[src/rtl/mem_access_unit.sv]
// MIPS memory stage: consumes EX/MEM, runs the data-memory handshake, produces registered MEM/WB results.
// Optional `MEM_ALIGN_CHECK_EN: misaligned half/word accesses retire as no-ops with a misalign pulse.
module mem_access_unit #(
   parameter int MEM_WIDTH = 32
) (
   input  logic                 clock,
   input  logic                 reset,
   input  logic [MEM_WIDTH-1:0] alu_in,
   input  logic [MEM_WIDTH-1:0] valB_in,
   input  logic [4:0]           dest_in,
   input  logic [5:0]           op_in,
   input  logic [7:0]           signals_in,
   output logic                 hold,
   output logic                 mem_req,
   output logic                 mem_we,
   output logic [MEM_WIDTH-1:0] mem_addr,
   output logic [MEM_WIDTH-1:0] mem_wdata,
   output logic [3:0]           mem_be,
   input  logic                 mem_ready,
   input  logic [MEM_WIDTH-1:0] mem_rdata,
   output logic [MEM_WIDTH-1:0] wb_data,
   output logic [4:0]           wb_dest,
   output logic                 wb_regwrite,
   output logic                 wb_valid,
   output logic                 misalign
);

   localparam logic [5:0] OP_LB  = 6'h20;
   localparam logic [5:0] OP_LH  = 6'h21;
   localparam logic [5:0] OP_LW  = 6'h23;
   localparam logic [5:0] OP_LBU = 6'h24;
   localparam logic [5:0] OP_LHU = 6'h25;
   localparam logic [5:0] OP_SB  = 6'h28;
   localparam logic [5:0] OP_SH  = 6'h29;
   localparam logic [5:0] OP_SW  = 6'h2B;

   localparam logic [1:0] SZ_BYTE = 2'd0;
   localparam logic [1:0] SZ_HALF = 2'd1;
   localparam logic [1:0] SZ_WORD = 2'd2;

   typedef enum logic [1:0] {
      IDLE = 2'd0,
      REQ  = 2'd1,
      DONE = 2'd2
   } state_t;

   state_t          state_r;
   state_t          state_next_s;
   logic            is_mem_s;
   logic            misalign_s;
   logic            access_s;
   logic            retire_s;
   logic [31:0]     load_data_r;
   logic [31:0]     wb_data_s;
   logic            wb_regwrite_s;
   logic            unused_s;

   function automatic logic is_load(input logic [5:0] op);
      case (op)
         OP_LB, OP_LH, OP_LW, OP_LBU, OP_LHU: is_load = 1'b1;
         default:                            is_load = 1'b0;
      endcase
   endfunction

   function automatic logic is_store(input logic [5:0] op);
      case (op)
         OP_SB, OP_SH, OP_SW: is_store = 1'b1;
         default:             is_store = 1'b0;
      endcase
   endfunction

   // Non-memory opcodes report word size; callers qualify with is_mem_s.
   function automatic logic [1:0] size_of(input logic [5:0] op);
      case (op)
         OP_LB, OP_LBU, OP_SB: size_of = SZ_BYTE;
         OP_LH, OP_LHU, OP_SH: size_of = SZ_HALF;
         default:              size_of = SZ_WORD;
      endcase
   endfunction

   function automatic logic [3:0] byte_en(input logic [5:0] op, input logic [1:0] a);
      case (size_of(op))
         SZ_BYTE: byte_en = 4'b0001 << a;
         SZ_HALF: byte_en = a[1] ? 4'b1100 : 4'b0011;
         default: byte_en = 4'b1111;
      endcase
   endfunction

   function automatic logic [31:0] store_data(input logic [5:0] op, input logic [31:0] v);
      case (size_of(op))
         SZ_BYTE: store_data = {4{v[7:0]}};
         SZ_HALF: store_data = {2{v[15:0]}};
         default: store_data = v;
      endcase
   endfunction

   function automatic logic [31:0] load_ext(input logic [5:0] op, input logic [1:0] a,
                                            input logic [31:0] d);
      logic [7:0]  b;
      logic [15:0] h;
      b = 8'(d >> {a, 3'b000});
      h = a[1] ? d[31:16] : d[15:0];
      case (op)
         OP_LB:   load_ext = {{24{b[7]}}, b};
         OP_LBU:  load_ext = {24'h000000, b};
         OP_LH:   load_ext = {{16{h[15]}}, h};
         OP_LHU:  load_ext = {16'h0000, h};
         default: load_ext = d;
      endcase
   endfunction

   assign is_mem_s = is_load(op_in) | is_store(op_in);
   assign access_s = is_mem_s & ~misalign_s;
   assign unused_s = ^{signals_in[7:3], signals_in[1:0]};

`ifdef MEM_ALIGN_CHECK_EN
   // Alignment check on the instruction sitting in EX/MEM.
   always_comb begin
      misalign_s = 1'b0;
      if (is_mem_s) begin
         case (size_of(op_in))
            SZ_HALF: misalign_s = alu_in[0];
            SZ_WORD: misalign_s = (alu_in[1:0] != 2'b00);
            default: misalign_s = 1'b0;
         endcase
      end else begin
         misalign_s = 1'b0;
      end
   end
`else
   assign misalign_s = 1'b0;
`endif

   // Next-state, hold and retire decode; hold never looks at mem_ready.
   always_comb begin
      state_next_s = state_r;
      hold         = 1'b0;
      retire_s     = 1'b0;
      case (state_r)
         IDLE: begin
            if (access_s) begin
               hold         = 1'b1;
               state_next_s = REQ;
            end else begin
               retire_s     = 1'b1;
            end
         end
         REQ: begin
            hold = 1'b1;
            if (mem_ready) begin
               state_next_s = DONE;
            end else begin
               state_next_s = REQ;
            end
         end
         DONE: begin
            retire_s     = 1'b1;
            state_next_s = IDLE;
         end
         default: begin
            state_next_s = IDLE;
         end
      endcase
   end

   // Writeback value selection for the retiring instruction.
   always_comb begin
      wb_data_s     = 32'h0000_0000;
      wb_regwrite_s = 1'b0;
      if (state_r == DONE) begin
         if (is_store(op_in)) begin
            wb_data_s     = 32'h0000_0000;
            wb_regwrite_s = 1'b0;
         end else begin
            wb_data_s     = load_data_r;
            wb_regwrite_s = signals_in[2];
         end
      end else if (misalign_s) begin
         wb_data_s     = 32'h0000_0000;
         wb_regwrite_s = 1'b0;
      end else begin
         wb_data_s     = alu_in;
         wb_regwrite_s = signals_in[2];
      end
   end

   // State register.
   always_ff @(posedge clock) begin
      if (reset) begin
         state_r <= IDLE;
      end else begin
         state_r <= state_next_s;
      end
   end

   // Memory request registers: launched leaving IDLE, frozen through REQ, data captured on ready.
   always_ff @(posedge clock) begin
      if (reset) begin
         mem_req     <= 1'b0;
         mem_we      <= 1'b0;
         mem_addr    <= 32'h0000_0000;
         mem_wdata   <= 32'h0000_0000;
         mem_be      <= 4'b0000;
         load_data_r <= 32'h0000_0000;
      end else if ((state_r == IDLE) && access_s) begin
         mem_req   <= 1'b1;
         mem_we    <= is_store(op_in);
         mem_addr  <= {alu_in[31:2], 2'b00};
         mem_be    <= byte_en(op_in, alu_in[1:0]);
         mem_wdata <= is_store(op_in) ? store_data(op_in, valB_in) : 32'h0000_0000;
      end else if ((state_r == REQ) && mem_ready) begin
         mem_req     <= 1'b0;
         load_data_r <= load_ext(op_in, alu_in[1:0], mem_rdata);
      end
   end

   // MEM/WB output registers; regwrite is qualified so idle cycles never write.
   always_ff @(posedge clock) begin
      if (reset) begin
         wb_data     <= 32'h0000_0000;
         wb_dest     <= 5'd0;
         wb_regwrite <= 1'b0;
         wb_valid    <= 1'b0;
         misalign    <= 1'b0;
      end else begin
         wb_valid    <= retire_s;
         wb_regwrite <= retire_s & wb_regwrite_s;
         misalign    <= retire_s & misalign_s & (state_r == IDLE);
         if (retire_s) begin
            wb_data <= wb_data_s;
            wb_dest <= dest_in;
         end
      end
   end

endmodule

[config.mk]
export PLATFORM = sky130hd
export DESIGN_NAME = mem_access_unit
export DESIGN_NICKNAME = d
export VERILOG_FILES = /design/src/rtl/mem_access_unit.sv
export SDC_FILE = /design/constraint.sdc
export NUM_CORES = 1
export LEC_CHECK = 0
export ABC_CLOCK_PERIOD_IN_PS = 2070
export CAP_MARGIN = 20
export CORE_MARGIN = 2
export CORE_UTILIZATION = 46
export CTS_BUF_LIST = sky130_fd_sc_hd__clkbuf_8
export CTS_CLUSTER_SIZE = 30
export DETAILED_ROUTE_END_ITERATION = 12
export HOLD_SLACK_MARGIN = 0.15
export PLACE_DENSITY_LB_ADDON = 0.3
export SYNTH_ARGS = -nofsm -noshare
export SYNTH_HDL_FRONTEND = slang
export SYNTH_SLANG_ARGS = --single-unit
[constraint.sdc]
create_clock -name clock -period 2.07 [get_ports clock]
set_input_delay 0.414 -clock clock [delete_from_list [all_inputs] [get_ports clock]]
set_output_delay 0.414 -clock clock [all_outputs]
set_load 0.02 [all_outputs]
# Word-level counts from Yosys, hierarchy flattened
# Index checks and enable logic that the tools add are counted.
# classes
n_mul	0
shift	2
n_addsub	0
n_eq_ne	12
n_mux	27
n_reduce_logical	10
n_bitwise	3
n_lt_le_gt_ge	0
n_div	0
# ops
operator	n
$pmux 32 s4	1
$mux 32	3
$pmux 32 s2	1
$eq 6x6->1 const B	8
$shr 32x5->8	1
$mux 16	1
$mux 1	11
$reduce_or 3->1	3
$mux 2	4
$pmux 2 s2	2
$pmux 4 s2	1
$reduce_or 5->1	1
$eq 2x1->1 const B	2
$logic_not 2->1	2
$mux 4	1
$pmux 1 s2	2
$shl 1x2->4 const A	1
$eq 2x2->1 const B	1
$logic_and 1x1->1	2
$ne 2x2->1 const B	1
$reduce_and 2->1	1
$reduce_bool 2->1	1
$and 1x1->1	1
$not 1->1	1
$or 1x1->1	1
# totals
reg_bits	141
output_inout_bits	111
inputBits	118
latchBits	0
elab_cells	65
n_memories	0
romBits	0
ramBits	0

# Logic depth before layout (Yosys ltp)
# depth
word_depth	10
depth_mapped	7
depth_no_buf	4

# Worst setup path after synthesis
# No wires, ideal clock.
# synth_timing
path_kind	input port to flip-flop
from	input alu_in[1]
to	register load_data_r[16]
n_path_buf	2
stages	6
required_time_ns	1.930
setup_slack_ns	0.230
arrival_time_ns	1.700
setup_ns	0.140
path_cell_list	buf_6 -> mux4_2 -> or2_4 -> a31oi_4 -> buf_8 -> a211oi_2
# synth_between
elab_chain_cells	2
word_cells_on_any_way	3
classes_between	shift: 1; mux: 2
# synth_lines
item	line_no	rtl
start: declaration	8	input logic [MEM_WIDTH-1:0] alu_in,
$shr 32x5->8 or $mux 16 (tied branches)	101, 102	
$pmux 32 s4 *	103	case (op)
end signal: assignment	213	load_data_r <= load_ext(op_in, alu_in[1:0], mem_rdata);
end: declaration	53	logic [31:0] load_data_r;
# Mark *: on every way between the ends. The rest lies on a longest branch, timed or not.
# A chain may end at the register's enable or synchronous reset.

# Worst setup path in the final report
# layout_timing
from	input op_in[5]
to	output hold
# layout_between
elab_chain_cells	6
word_cells_on_any_way	15
classes_between	eq/ne: 8; mux: 4; bitwise: 1; reduce/logical: 2
# layout_lines
item	line_no	rtl
start: declaration	11	input logic [5:0] op_in,
$eq 6x6->1 (on tied branches)	59, 66	
$reduce_or 5->1 or $reduce_or 3->1 (tied branches)	59, 66	
$mux 1 (on tied branches)	59, 66	
$or 1x1->1 *	112	assign is_mem_s = is_load(op_in) | is_store(op_in);
$mux 1 *	141	if (access_s) begin
$pmux 1 s2 *	139	case (state_r)
end: declaration	13	output logic hold,
# Marked as above.

==> results.md <==
* Final Hold Viols at 0
* Max_slew headroom at 0.5536
* Layout overhead on the synthesized area at 51.86%
* Final core occ at 0.7062
* Largest net degree at the start of global routing at 56
* Root Buffer: clkbuf_8
* DR pass1 iterations at 4
* Top FF cell, synth: dfxtp_1
* Initial antenna violation count at 0
* RSZ-0062 raised after global routing: false
* CTS buffer count at 17
* CTS tree: built
* GRT overflow at 0
* Crit path DAT at about 1.6 ns
* VDD IR max at about 370 uV
* DR iter-0 viols at roughly 330
* Final-layout fill cell count at about 980
* Nature of the critical path endpoint: output port
* Vias post-DR at approximately 5800
* Post-route clock skew at roughly 0.012 ns
* Initial Util at 0.4650
* Clk_lat worst skew at 0.44 ns
* Total of max-cap violations at 0
* Multi-input gate area at ~0.0030 sq mm
* Most frequent cells in the layout: 214 x clkdlybuf4s50_1, 141 x dfxtp_1, 99 x nand2_1, 49 x buf_4, 43 x a21oi_1
* Hold WC Path Type: input port to flip-flop
* Final min period at 2.004 ns
* Floorplan row count at 42
* Vias per inst at around 5.5
* Status: finished clean
* Hold path cells at 2
* Die height at ~120 um
* Clock Sinks at 141
* Die Area at between 0.01 and 0.015 sq mm
* DRC at 0
* ANT nets after route at 0
* Global-route wire length before repair at 31.42 mm
* Vias in the first global route at roughly 6000
* Max frequency at between 0.4 and 0.5 GHz
* Nets at 987
* Port Buf Inserts at between 200 and 250
* Synthesized area at between 0.006 and 0.007 sq mm
* Startpoint types: input port
* Final cell count without fillers at 1057
* Cells after Synth at roughly 630
* PD cells at 692.2 mW/mm^2
* FF/Latch Area at between 0.002 and 0.003 sq mm
* DP HPWL at roughly 14 mm
* Count of different cell masters after synthesis at 48
* Setup violators final at 0
* Post-synthesis async set-or-reset flop share at 0
* Clk slew on worst S/H paths at 0.07 ns
* H-tree levels at 4
* R2R depth at 6
* Clock Tree Buf Depth at 2
* ANT cells at 0
* Worst-Margin Slew at roughly 0.67 ns
* All-Layer GR Usage at 0.2789
* GP Congestion at 0.8615
* Io pins at around 230
* Max-slew violations at 0
* Post-Place Cells at approximately 1000
* CP Data Required Time at 1.66 ns
* Core ar. at about 0.013 sq mm
* Mean routed wirelength per cell at roughly 18 um
* Leakage power at 3.687 nW
* Mapped Avg Cell Area at 9.704 sq um
* Kind of critical path: input port to output port
* Commonest non-fill, non-tap cell in the layout: clkdlybuf4s50_1
* Routed WL at 19.30 mm
* Yosys warning count at 0
* Crit share post-route at 0.9683
* Hold slack final at between 0.2 and 0.25 ns
* Synthesized flop and latch total at 141
* Sequential share of the synthesized area at 0.4639
* Share of layout cells above drive strength 1 at 0.1759
* Critical path fanouts, max at 4
* DIE WIDTH at between 100 and 150 um
* Post-synth EDFFs at 0
logic make-up after synthesis:
| logic type | Yosys count | share of synthesized area |
|---|---|---|
| other cells | 1 | 0.0006163 |
| mux | 46 | 0.09212 |
| buf+inv | 64 | 0.05120 |
| compound gates | 204 | 0.2710 |
| flops | 141 | 0.4639 |
| simple gates | 171 | 0.1211 |
critical path: stages:
cell	delay, ns
clkdlybuf4s50_1	0.49
buf_4	0.13
nor2b_4	0.13
o21ai_2	0.08
a21oi_2	0.19
buf_6	0.15
synth_stat cells, drive strengths merged (2+ instances only):
| cell | n | share of area |
|---|---|---|
| nand2b | 2 | 0.0021 |
| o221a | 32 | 0.059 |
| and3 | 2 | 0.0021 |
| inv | 5 | 0.0031 |
| nor4b | 2 | 0.0039 |
| mux4 | 8 | 0.030 |
| nand2 | 99 | 0.061 |
| or2 | 3 | 0.0035 |
| nor2 | 40 | 0.025 |
| nand3 | 3 | 0.0025 |
| dfxtp | 141 | 0.46 |
| a21o | 32 | 0.039 |
| a311oi | 2 | 0.0029 |
| a211oi | 32 | 0.049 |
| nor2b | 3 | 0.0031 |
| o21ai | 5 | 0.0041 |
| clkbuf | 33 | 0.020 |
| o2bb2ai | 24 | 0.035 |
| a22oi | 8 | 0.0099 |
| o21a | 2 | 0.0025 |
| mux2i | 38 | 0.063 |
| nor3 | 10 | 0.0082 |
| buf | 26 | 0.028 |
| and3b | 2 | 0.0029 |
| a21oi | 55 | 0.050 |
| o22ai | 7 | 0.0072 |
power by group:
part,internal [mW],total [mW],switching (mW)
registers,2.86,2.95,0.0859
clock network,0.979,2.08,1.10
logic,0.720,1.37,0.651
metrics by stage:
| step | power (mW) | setup slack [ns] | area [sq um] | TNS (ns) |
|---|---|---|---|---|
| after floorplan | 3.635 | 0.2302 | 6092 | 0 |
| after detailed placement | 4.368 | -0.2528 | 8826 | -24.04 |
| after global routing | 6.645 | 0.006446 | 9240 | 0 |
| final | 6.396 | 0.06560 | 9240 | 0 |
| after global placement | 4.335 | -0.2178 | 8826 | -18.29 |
| after CTS | 6.429 | 0.01930 | 9209 | 0 |
state kept, by name (all words and copies together), names as in the netlist, 2 cells and up:
register     cells
load_data_r     32
mem_be           4
wb_dest          5
mem_addr        30
wb_data         32
mem_wdata       32
state_r          2
per-layer routing:
metal / up-vias / GRT usage / share of wire
met3: 33 / 0.09100 / 0.085
li1: 2772 / - / -
met4: 0 / 0.08185 / 0.018
met1: 2791 / 0.3426 / 0.41
met2: 243 / 0.4666 / 0.49
met5: - / 0 / 0
final timing paths:
path | to | slack (ns) | from
max reg2reg | mem_addr[16] | 0.38 | state_r[1]
min | state_r[1] | 0.25 | reset
min reg2reg | mem_addr[19] | 0.46 | mem_addr[19]
max | hold | 0.07 | op_in[5]
cell type report:
| cell class | count | area share |
|---|---|---|
| Sequential cell | 141 | 0.3055 |
| Inverter | 5 | 0.002031 |
| Clock buffer | 18 | 0.02681 |
| Multi-Input combinational cell | 424 | 0.3250 |
| Clock inverter | 13 | 0.01259 |
| Tap cell | 176 | 0.02383 |
| Timing Repair Buffer | 280 | 0.3043 |
timing repair:
item	in CTS	in global routing
setup buffers	0	2
gates resized for setup	5	5
hold buffers	0	0
endpoints found under the setup margin	1	1
pin swaps	1	2
Power figures use the tool's default switching activity.
